<file path="config.mk">
export PLATFORM = sky130hd
export DESIGN_NAME = task_ready_table_flat
export DESIGN_NICKNAME = d
export VERILOG_FILES = /design/src/rtl/sched_pkg.sv /design/src/rtl/task_ready_table_if.sv /design/src/rtl/age_timer.sv /design/src/rtl/task_ready_table.sv /design/src/flat_wrapper.sv
export SDC_FILE = /design/constraint.sdc
export NUM_CORES = 1
export LEC_CHECK = 0
export ABC_AREA = 0
export ABC_CLOCK_PERIOD_IN_PS = 6950
export CAP_MARGIN = 20
export CELL_PAD_IN_SITES_DETAIL_PLACEMENT = 1
export CELL_PAD_IN_SITES_GLOBAL_PLACEMENT = 1
export CORE_MARGIN = 2
export CORE_UTILIZATION = 45
export DETAILED_ROUTE_END_ITERATION = 6
export HOLD_SLACK_MARGIN = 0.12
export PLACE_DENSITY = 0.85
export SLEW_MARGIN = 30
export SYNTH_ARGS = -nofsm -noshare
export SYNTH_HDL_FRONTEND = slang
export SYNTH_HIERARCHICAL = 1
export SYNTH_SLANG_ARGS = --single-unit
</file>
<file path="constraint.sdc">
create_clock -name clk -period 6.95 [get_ports clk]
set_input_delay 1.39 -clock clk [delete_from_list [all_inputs] [get_ports clk]]
set_output_delay 1.39 -clock clk [all_outputs]
set_load 0.02 [all_outputs]
</file>
<file path="src/rtl/sched_pkg.sv">
// Shared scheduler types: slot/entry layout and the command opcodes used by the
// ready table and the max-priority sorter.
package sched_pkg;

  localparam int NUM_SLOTS  = 6;
  localparam int PRIO_W     = 4;
  localparam int ID_W       = 4;
  localparam int SLOT_IDX_W = 3;
  localparam int ENTRY_W    = PRIO_W + ID_W;

  typedef enum logic [1:0] {
    OP_NOP      = 2'b00,
    OP_ADD      = 2'b01,
    OP_REMOVE   = 2'b10,
    OP_SET_PRIO = 2'b11
  } cmd_op_e;

  typedef struct packed {
    logic [PRIO_W-1:0] prio;
    logic [ID_W-1:0]   id;
  } entry_t;

  typedef struct packed {
    logic              valid;
    logic [ID_W-1:0]   id;
    logic [PRIO_W-1:0] base_prio;
    logic [PRIO_W-1:0] eff_prio;
  } slot_t;

  function automatic entry_t pack_entry(input logic [PRIO_W-1:0] prio,
                                        input logic [ID_W-1:0]   id);
    entry_t e;
    e.prio = prio;
    e.id   = id;
    return e;
  endfunction

endpackage

</file>
<file path="src/rtl/task_ready_table_if.sv">
// Command channel from the CPU-side bus bridge into the ready table.
interface task_ready_table_if;
  import sched_pkg::*;

  logic                  cmd_valid;
  logic                  cmd_ready;
  cmd_op_e               cmd_op;
  logic [SLOT_IDX_W-1:0] cmd_slot;
  logic [PRIO_W-1:0]     cmd_prio;
  logic [ID_W-1:0]       cmd_id;
  logic                  cmd_err;

  modport master (
    output cmd_valid, cmd_op, cmd_slot, cmd_prio, cmd_id,
    input  cmd_ready, cmd_err
  );

  modport slave (
    input  cmd_valid, cmd_op, cmd_slot, cmd_prio, cmd_id,
    output cmd_ready, cmd_err
  );

endinterface

</file>
<file path="src/rtl/age_timer.sv">
// Free-running period counter; tick is high for the last cycle of each period.
module age_timer #(
  parameter int AGE_PERIOD = 256
) (
  input  logic clk,
  input  logic rst,
  output logic tick
);

  localparam int CNT_W = (AGE_PERIOD > 1) ? $clog2(AGE_PERIOD) : 1;
  localparam logic [CNT_W-1:0] LAST = CNT_W'(AGE_PERIOD - 1);

  logic [CNT_W-1:0] count;

  always_ff @(posedge clk) begin
    if (rst) begin
      count <= '0;
    end else if (count == LAST) begin
      count <= '0;
    end else begin
      count <= count + CNT_W'(1);
    end
  end

  assign tick = (count == LAST);

endmodule

</file>
<file path="src/rtl/task_ready_table.sv">
// Ready-task register file: slot commands, periodic priority aging, and reload
// of the running task's priority so its accumulated aging is discarded.
module task_ready_table
  import sched_pkg::*;
#(
  parameter int AGE_PERIOD = 256
) (
  input  logic                 clk,
  input  logic                 rst,
  task_ready_table_if.slave    cmd,
  input  logic                 run_valid,
  input  logic [ID_W-1:0]      run_id,
  output logic [ENTRY_W-1:0]   slot0,
  output logic [ENTRY_W-1:0]   slot1,
  output logic [ENTRY_W-1:0]   slot2,
  output logic [ENTRY_W-1:0]   slot3,
  output logic [ENTRY_W-1:0]   slot4,
  output logic [ENTRY_W-1:0]   slot5,
  output logic [NUM_SLOTS-1:0] occupancy
);

  slot_t slots_q [NUM_SLOTS];
  slot_t slots_d [NUM_SLOTS];

  logic tick;
  logic dup;
  logic tgt_valid;
  logic in_range;
  logic prio_ok;
  logic cmd_ok;
  logic accept;
  logic err_q;

  age_timer #(.AGE_PERIOD(AGE_PERIOD)) u_age_timer (
    .clk  (clk),
    .rst  (rst),
    .tick (tick)
  );

  // Stalling on the tick cycle keeps commands and aging from ever colliding.
  assign cmd.cmd_ready = !rst && !tick;
  assign cmd.cmd_err   = err_q;
  assign accept        = cmd.cmd_valid && cmd.cmd_ready;

  always_comb begin
    dup       = 1'b0;
    tgt_valid = 1'b0;
    for (int i = 0; i < NUM_SLOTS; i++) begin
      if (slots_q[i].valid && slots_q[i].id == cmd.cmd_id) dup = 1'b1;
      if (cmd.cmd_slot == SLOT_IDX_W'(i)) tgt_valid = slots_q[i].valid;
    end
    in_range = cmd.cmd_slot < SLOT_IDX_W'(NUM_SLOTS);
    prio_ok  = cmd.cmd_prio != '0;

    unique case (cmd.cmd_op)
      OP_NOP:      cmd_ok = 1'b1;
      OP_ADD:      cmd_ok = in_range && !tgt_valid && prio_ok && !dup;
      OP_REMOVE:   cmd_ok = in_range && tgt_valid;
      OP_SET_PRIO: cmd_ok = in_range && tgt_valid && prio_ok;
      default:     cmd_ok = 1'b0;
    endcase
  end

  // Per slot: running-task reload or aging, then a command overrides both.
  always_comb begin
    for (int i = 0; i < NUM_SLOTS; i++) begin
      slots_d[i] = slots_q[i];

      if (slots_q[i].valid && run_valid && slots_q[i].id == run_id) begin
        slots_d[i].eff_prio = slots_q[i].base_prio;
      end else if (tick && slots_q[i].valid && slots_q[i].eff_prio != '1) begin
        slots_d[i].eff_prio = slots_q[i].eff_prio + PRIO_W'(1);
      end

      if (accept && cmd_ok && cmd.cmd_slot == SLOT_IDX_W'(i)) begin
        unique case (cmd.cmd_op)
          OP_ADD: begin
            slots_d[i].valid     = 1'b1;
            slots_d[i].id        = cmd.cmd_id;
            slots_d[i].base_prio = cmd.cmd_prio;
            slots_d[i].eff_prio  = cmd.cmd_prio;
          end
          OP_REMOVE: begin
            slots_d[i] = '0;
          end
          OP_SET_PRIO: begin
            slots_d[i].base_prio = cmd.cmd_prio;
            slots_d[i].eff_prio  = cmd.cmd_prio;
          end
          default: begin
          end
        endcase
      end
    end
  end

  always_ff @(posedge clk) begin
    if (rst) begin
      for (int i = 0; i < NUM_SLOTS; i++) slots_q[i] <= '0;
      err_q <= 1'b0;
    end else begin
      for (int i = 0; i < NUM_SLOTS; i++) slots_q[i] <= slots_d[i];
      err_q <= accept && !cmd_ok;
    end
  end

  function automatic logic [ENTRY_W-1:0] slot_out(input slot_t s);
    return s.valid ? pack_entry(s.eff_prio, s.id) : '0;
  endfunction

  assign slot0 = slot_out(slots_q[0]);
  assign slot1 = slot_out(slots_q[1]);
  assign slot2 = slot_out(slots_q[2]);
  assign slot3 = slot_out(slots_q[3]);
  assign slot4 = slot_out(slots_q[4]);
  assign slot5 = slot_out(slots_q[5]);

  always_comb begin
    occupancy = '0;
    for (int i = 0; i < NUM_SLOTS; i++) occupancy[i] = slots_q[i].valid;
  end

endmodule

</file>
<file path="src/flat_wrapper.sv">
// flat-port wrapper written by rule: the top's interface ports become plain ports
module task_ready_table_flat import sched_pkg::*;
#(
  parameter int AGE_PERIOD = 256
)
  (clk, rst, run_valid, run_id, slot0, slot1, slot2, slot3, slot4, slot5, occupancy, cmd_cmd_valid, cmd_cmd_op, cmd_cmd_slot, cmd_cmd_prio, cmd_cmd_id, cmd_cmd_ready, cmd_cmd_err);
  task_ready_table_if cmd_i ();
  input  logic clk;
  input  logic rst;
  input  logic run_valid;
  input  logic [ID_W-1:0] run_id;
  output logic [ENTRY_W-1:0] slot0;
  output logic [ENTRY_W-1:0] slot1;
  output logic [ENTRY_W-1:0] slot2;
  output logic [ENTRY_W-1:0] slot3;
  output logic [ENTRY_W-1:0] slot4;
  output logic [ENTRY_W-1:0] slot5;
  output logic [NUM_SLOTS-1:0] occupancy;
  input wire logic [$bits(cmd_i.cmd_valid)-1:0] cmd_cmd_valid;
  input wire logic [$bits(cmd_i.cmd_op)-1:0] cmd_cmd_op;
  input wire logic [$bits(cmd_i.cmd_slot)-1:0] cmd_cmd_slot;
  input wire logic [$bits(cmd_i.cmd_prio)-1:0] cmd_cmd_prio;
  input wire logic [$bits(cmd_i.cmd_id)-1:0] cmd_cmd_id;
  output wire logic [$bits(cmd_i.cmd_ready)-1:0] cmd_cmd_ready;
  output wire logic [$bits(cmd_i.cmd_err)-1:0] cmd_cmd_err;
  assign cmd_i.cmd_valid = cmd_cmd_valid;
  assign cmd_i.cmd_op = cmd_cmd_op;
  assign cmd_i.cmd_slot = cmd_cmd_slot;
  assign cmd_i.cmd_prio = cmd_cmd_prio;
  assign cmd_i.cmd_id = cmd_cmd_id;
  assign cmd_cmd_ready = cmd_i.cmd_ready;
  assign cmd_cmd_err = cmd_i.cmd_err;
  task_ready_table #(.AGE_PERIOD(AGE_PERIOD)) u_core (.clk(clk), .rst(rst), .cmd(cmd_i), .run_valid(run_valid), .run_id(run_id), .slot0(slot0), .slot1(slot1), .slot2(slot2), .slot3(slot3), .slot4(slot4), .slot5(slot5), .occupancy(occupancy));
endmodule
</file>
* Word level (Yosys, flattened, before mapping)
Memories as Yosys holds them, arrays and structs flattened. Index checks and enable logic that the tools add are counted.
Word-level totals: register bits 9, RAM bits 78, input port bits 21, logic and storage cells 157, memories kept 1
Memory list:
- u_core.slots_q | depth 6, bits a word 13, read ports 6, clocked after Yosys merged registers in 0, write ports 6, RTL line task_ready_table.sv:22 | slot_t slots_q [NUM_SLOTS];
Cells by class: $add $sub $neg 7, order comparisons 1, equal/unequal tests 27, muxes and demuxes 58, bitwise gates (word level) 6, reduce and logical (&&, ||, !) cells 55
Operator list (number):
- 13-bit 2-to-1 mux | 12
- 8-bit one-hot mux with 2 select lines | 6
- 5-bit one-hot mux with 2 select lines | 6
- 4-bit == test | 12
- 4-bit 2-to-1 mux | 12
- 8-bit 2-to-1 mux | 6
- 1-bit logical AND | 45
- 4-bit by 1-bit adder with 4-bit output (second input constant) | 6
- 4-bit != test (second input constant) | 6
- 1-bit 2-to-1 mux | 15
- 8-bit by 1-bit adder with 8-bit output (second input constant) | 1
- 8-bit == test (second input constant) | 1
- 3-bit by 2-bit == test with 1-bit output (second input constant) | 2
- 3-bit == test (second input constant) | 2
- 1-bit bitwise OR | 6
- 1-bit logical NOT | 5
- 2-bit == test (second input constant) | 2
- 1-bit one-hot mux with 4 select lines | 1
- 4-bit nonzero test | 1
- 2-bit OR reduction | 2
- 3-bit by 1-bit == test with 1-bit output (second input constant) | 1
- 3-bit logical NOT | 1
- 3-bit < comparator (second input constant) | 1
- 2-bit by 1-bit == test with 1-bit output (second input constant) | 1
- 2-bit logical NOT | 1

* Logic depth before layout (Yosys ltp)
depth in word-level cells 16, mapped depth 11

* Hierarchy
The synthesis kept the hierarchy.
By module, submodules not included:
- task_ready_table | instances 1, cells each 549, area each 4885.9 um^2, sequential area each 1581.5 um^2
- age_timer | instances 1, cells each 38, area each 335.3 um^2, sequential area each 160.2 um^2

* Worst setup path before layout
No wires, ideal clock.
path type input to register, start point input port cmd_cmd_prio[1], end point memory u_core/slots_q[1][2] (netlist name), library setup time 0.121 ns, arrival 3.118 ns, data required time 6.829 ns, setup slack 3.711 ns, cell stages on the path 8, buffers on the path 1, cell sequence or4_4 nand3_2 a31o_2 a211oi_4 a211o_4 buf_12 nand4_4 mux2_4
RTL lines:
- start, declared | RTL line flat_wrapper.sv:22 | input wire logic [$bits(cmd_i.cmd_prio)-1:0] cmd_cmd_prio;
- end, declared | RTL line task_ready_table.sv:22

* Final worst setup path
start point input port rst, end point output port cmd_cmd_ready
Between the ends: word-level cells in the longest chain between the ends 2
RTL lines:
- start, declared | RTL line flat_wrapper.sv:9 | input logic rst;
- 1-bit logical NOT | RTL line task_ready_table.sv:41 | assign cmd.cmd_ready = !rst && !tick;
- 1-bit logical AND | RTL line task_ready_table.sv:41
- end, declared | RTL line flat_wrapper.sv:24 | output wire logic [$bits(cmd_i.cmd_ready)-1:0] cmd_cmd_ready;
Every way passes these cells.

==> results.sh <==
export IMPL_port_buffers=76
export IMPL_ys_flop_type="dfxtp_1"
export IMPL_yosys_top_cells_area="dfxtp_1 33%, mux2i_1 7.9%, and2_1 5.4%"
export IMPL_pin_count=77
export IMPL_layout_worst_path_cycle_share_pct=61.5
export IMPL_routed_wl_mm=16.2
export IMPL_powerDensity_nw_per_um2=173
export IMPL_drc_errors=0
export IMPL_hold_class="reg2reg"
export IMPL_drt_initial_drc_count=301
export IMPL_drv_slew=0
export IMPL_whs_ps=463
export IMPL_utilization_pct=55.1
export IMPL_yosys_warnings=6
export IMPL_nets=675
export IMPL_hold_viol=0
export IMPL_numCtsBuffers=9
export IMPL_cp_end_kind="output pin"
export IMPL_grt_pass1_wl_mm=26.0
export IMPL_die_h_um=112
export IMPL_rows=39
export IMPL_max_freq_ghz=0.234
export IMPL_wl_per_cell_um=20.5
export IMPL_slowest_stage="clkdlybuf4s50_1"
export IMPL_first_pass_iters=5
export IMPL_cts_tree="done"
export IMPL_grt_pass1_vias=4986
export IMPL_grt_ovfl_total=0
export IMPL_required_ps=5560
export IMPL_outcome="complete, no violations"
export IMPL_gp_congestion=0.831
export IMPL_start_util_pct=45.9
export IMPL_setup_viol=0
export IMPL_synth_top_cell_by_area="dfxtp_1"
export IMPL_crit_type="in2out"
export IMPL_clock_path_buffers=2
export IMPL_synth_top_cell_area_share_pct=33.4
export IMPL_num_vias=4625
export IMPL_syn_nets=620
export IMPL_synthToLayoutAreaGrowth_pct=19.9
export IMPL_synth_seq_area_share_pct=33.4
export IMPL_n_antenna_cell=0
export IMPL_cts_hold_buf=0
export IMPL_path_max_fanout=25
export IMPL_drv_cap=0
export IMPL_clock_sinks=87
export IMPL_netlist_area_um2=5220
export IMPL_ys_seq_elements=87
export IMPL_path_buf_inv=3
export IMPL_grt_setup_unrepaired="no"
export IMPL_cts_root_buf="clkbuf_16"
export IMPL_dp_hpwl_mm=11.4
export IMPL_syn_inst=587
export IMPL_max_vdd_ir_drop_uv=153
export IMPL_use_met3_pct=3.32
export IMPL_antenna_found_initial=0
export IMPL_die_area_um2=12500
export IMPL_syn_area_per_cell_um2=8.89
export IMPL_ctsHtreeMaxLevel=3
export IMPL_worst_pin_slew_ps=877
export IMPL_via_per_inst=5.85
export IMPL_synth_edf_count=0
export IMPL_clk_latency_ps=340
export IMPL_timing_final_crit_period_ps=4280
export IMPL_cpMostUsedCell="clkdlybuf4s50_1"
export IMPL_met2_usage_pct=45.7
export IMPL_grt_max_degree=35
export IMPL_synth_cell_type_count=54
export IMPL_dieWidth_um=112
export IMPL_cts_repair_resized=0
export IMPL_ant_nets=0
export IMPL_arrival_ps=2890
export IMPL_crit_chain="clkdlybuf4s50_1 > buf_4 > nor2_1 > clkdlybuf4s50_1"
export IMPL_tns_ps=0
export IMPL_slowest_delay_ps=650
export IMPL_grt_busiest_layer="met2"
export IMPL_path_clk_slew_ps=70
export IMPL_startpoint_type="input port"
export IMPL_synth_most_common_cell="dfxtp_1"
export IMPL_fill_cells=1325
export IMPL_ys_top_cells_by_count="87 x dfxtp_1, 69 x nand2_1, 45 x and2_1"
export IMPL_relSlewSlack_pct=41.3
export IMPL_skew_ps=10.2
export IMPL_async_flop_share_pct=0
export IMPL_drive_gt1_share_pct=7.57
export IMPL_cp_top_family="buffers and inverters"
export IMPL_grt_util_met1_pct=32.6
export IMPL_p_leak_nw=2.50
export IMPL_cts_setup_buffers=0
export IMPL_grt_total_usage_pct=26.1
export IMPL_fp_coreArea_um2=11400
[through the flow]
stage | instance area [µm²] | setup slack (ps) | total power [mW] | instances
after floorplan | 5220 | 3710 | 0.587 | 587
after global routing | 6260 | 2510 | 1.12 | 790
final | 6260 | 2670 | 1.08 | 790
after global placement | 5970 | 2590 | 0.614 | 774
after CTS | 6260 | 2670 | 1.09 | 790
after detailed placement | 5970 | 2380 | 0.618 | 774
[kinds of logic after synthesis]
kind of cell / synth area share, %
compound gates: 16.5
xor+xnor: 8.56
fa+ha+maj: 2.88
buf+inv: 5.51
flops: 33.4
mux: 9.73
simple gates: 23.5
[layout make-up]
type / count / area (µm²) / share of cell area [%]
clock buffers: 10 / 229 / 3.66
clock inverters: 6 / 61.3 / 0.979
inverters: 22 / 82.6 / 1.32
multi-input cells: 444 / 3190 / 51.0
flip-flops and latches: 87 / 1740 / 27.8
well taps: 143 / 179 / 2.86
repair buffers: 78 / 776 / 12.4
[report_power, final]
part / leakage (nW) / switching [mW] / internal (mW)
logic: 1.66 / 0.0664 / 0.0352
registers: 0.702 / 0.00493 / 0.503
clock network: 0.142 / 0.198 / 0.277
total: 2.50 / 0.269 / 0.815
[layer usage]
metal  part of all wire [%]  vias to the layer above
met5                      0                        -
met4                    2.5                        0
met3                    4.3                       28
met2                     49                      104
li1                       -                     2182
met1                     44                     2311
[flip-flops by register name, summed over array words and instances, names as in the netlist]
signal,cells
u_core/slots_q,78
u_core/cmd.cmd_err,1
u_core/u_age_timer/count,8
[worst reg2reg max path: cells and delay by family (launching register included)]
family	cells	cell delay, ps
DFF	1	690
and+or+nand+nor	1	90
AOI/OAI and AO/OA	6	2190
[worst paths after layout]
check,slack [ps],from,cells after the start,endpoint
setup / recovery,2670,rst,4,cmd_cmd_ready
hold / removal,460,u_core/slots_q[1][5],2,u_core/slots_q[1][5]
setup reg to reg,3870,u_core/slots_q[5][12],7,u_core/slots_q[5][7]
hold reg to reg,460,u_core/slots_q[1][5],2,u_core/slots_q[1][5]
[cell usage in the layout (no fill, tap or decap), types with 24 or more instances in the layout]
cell,count
xnor2_1,24
clkdlybuf4s50_1,76
mux2i_1,41
xor2_1,27
nor2_1,43
dfxtp_1,87
nand2_1,69
and2_1,45
o2bb2ai_1,26
a21oi_1,24
Note: power is estimated with default switching activity, not from simulation.
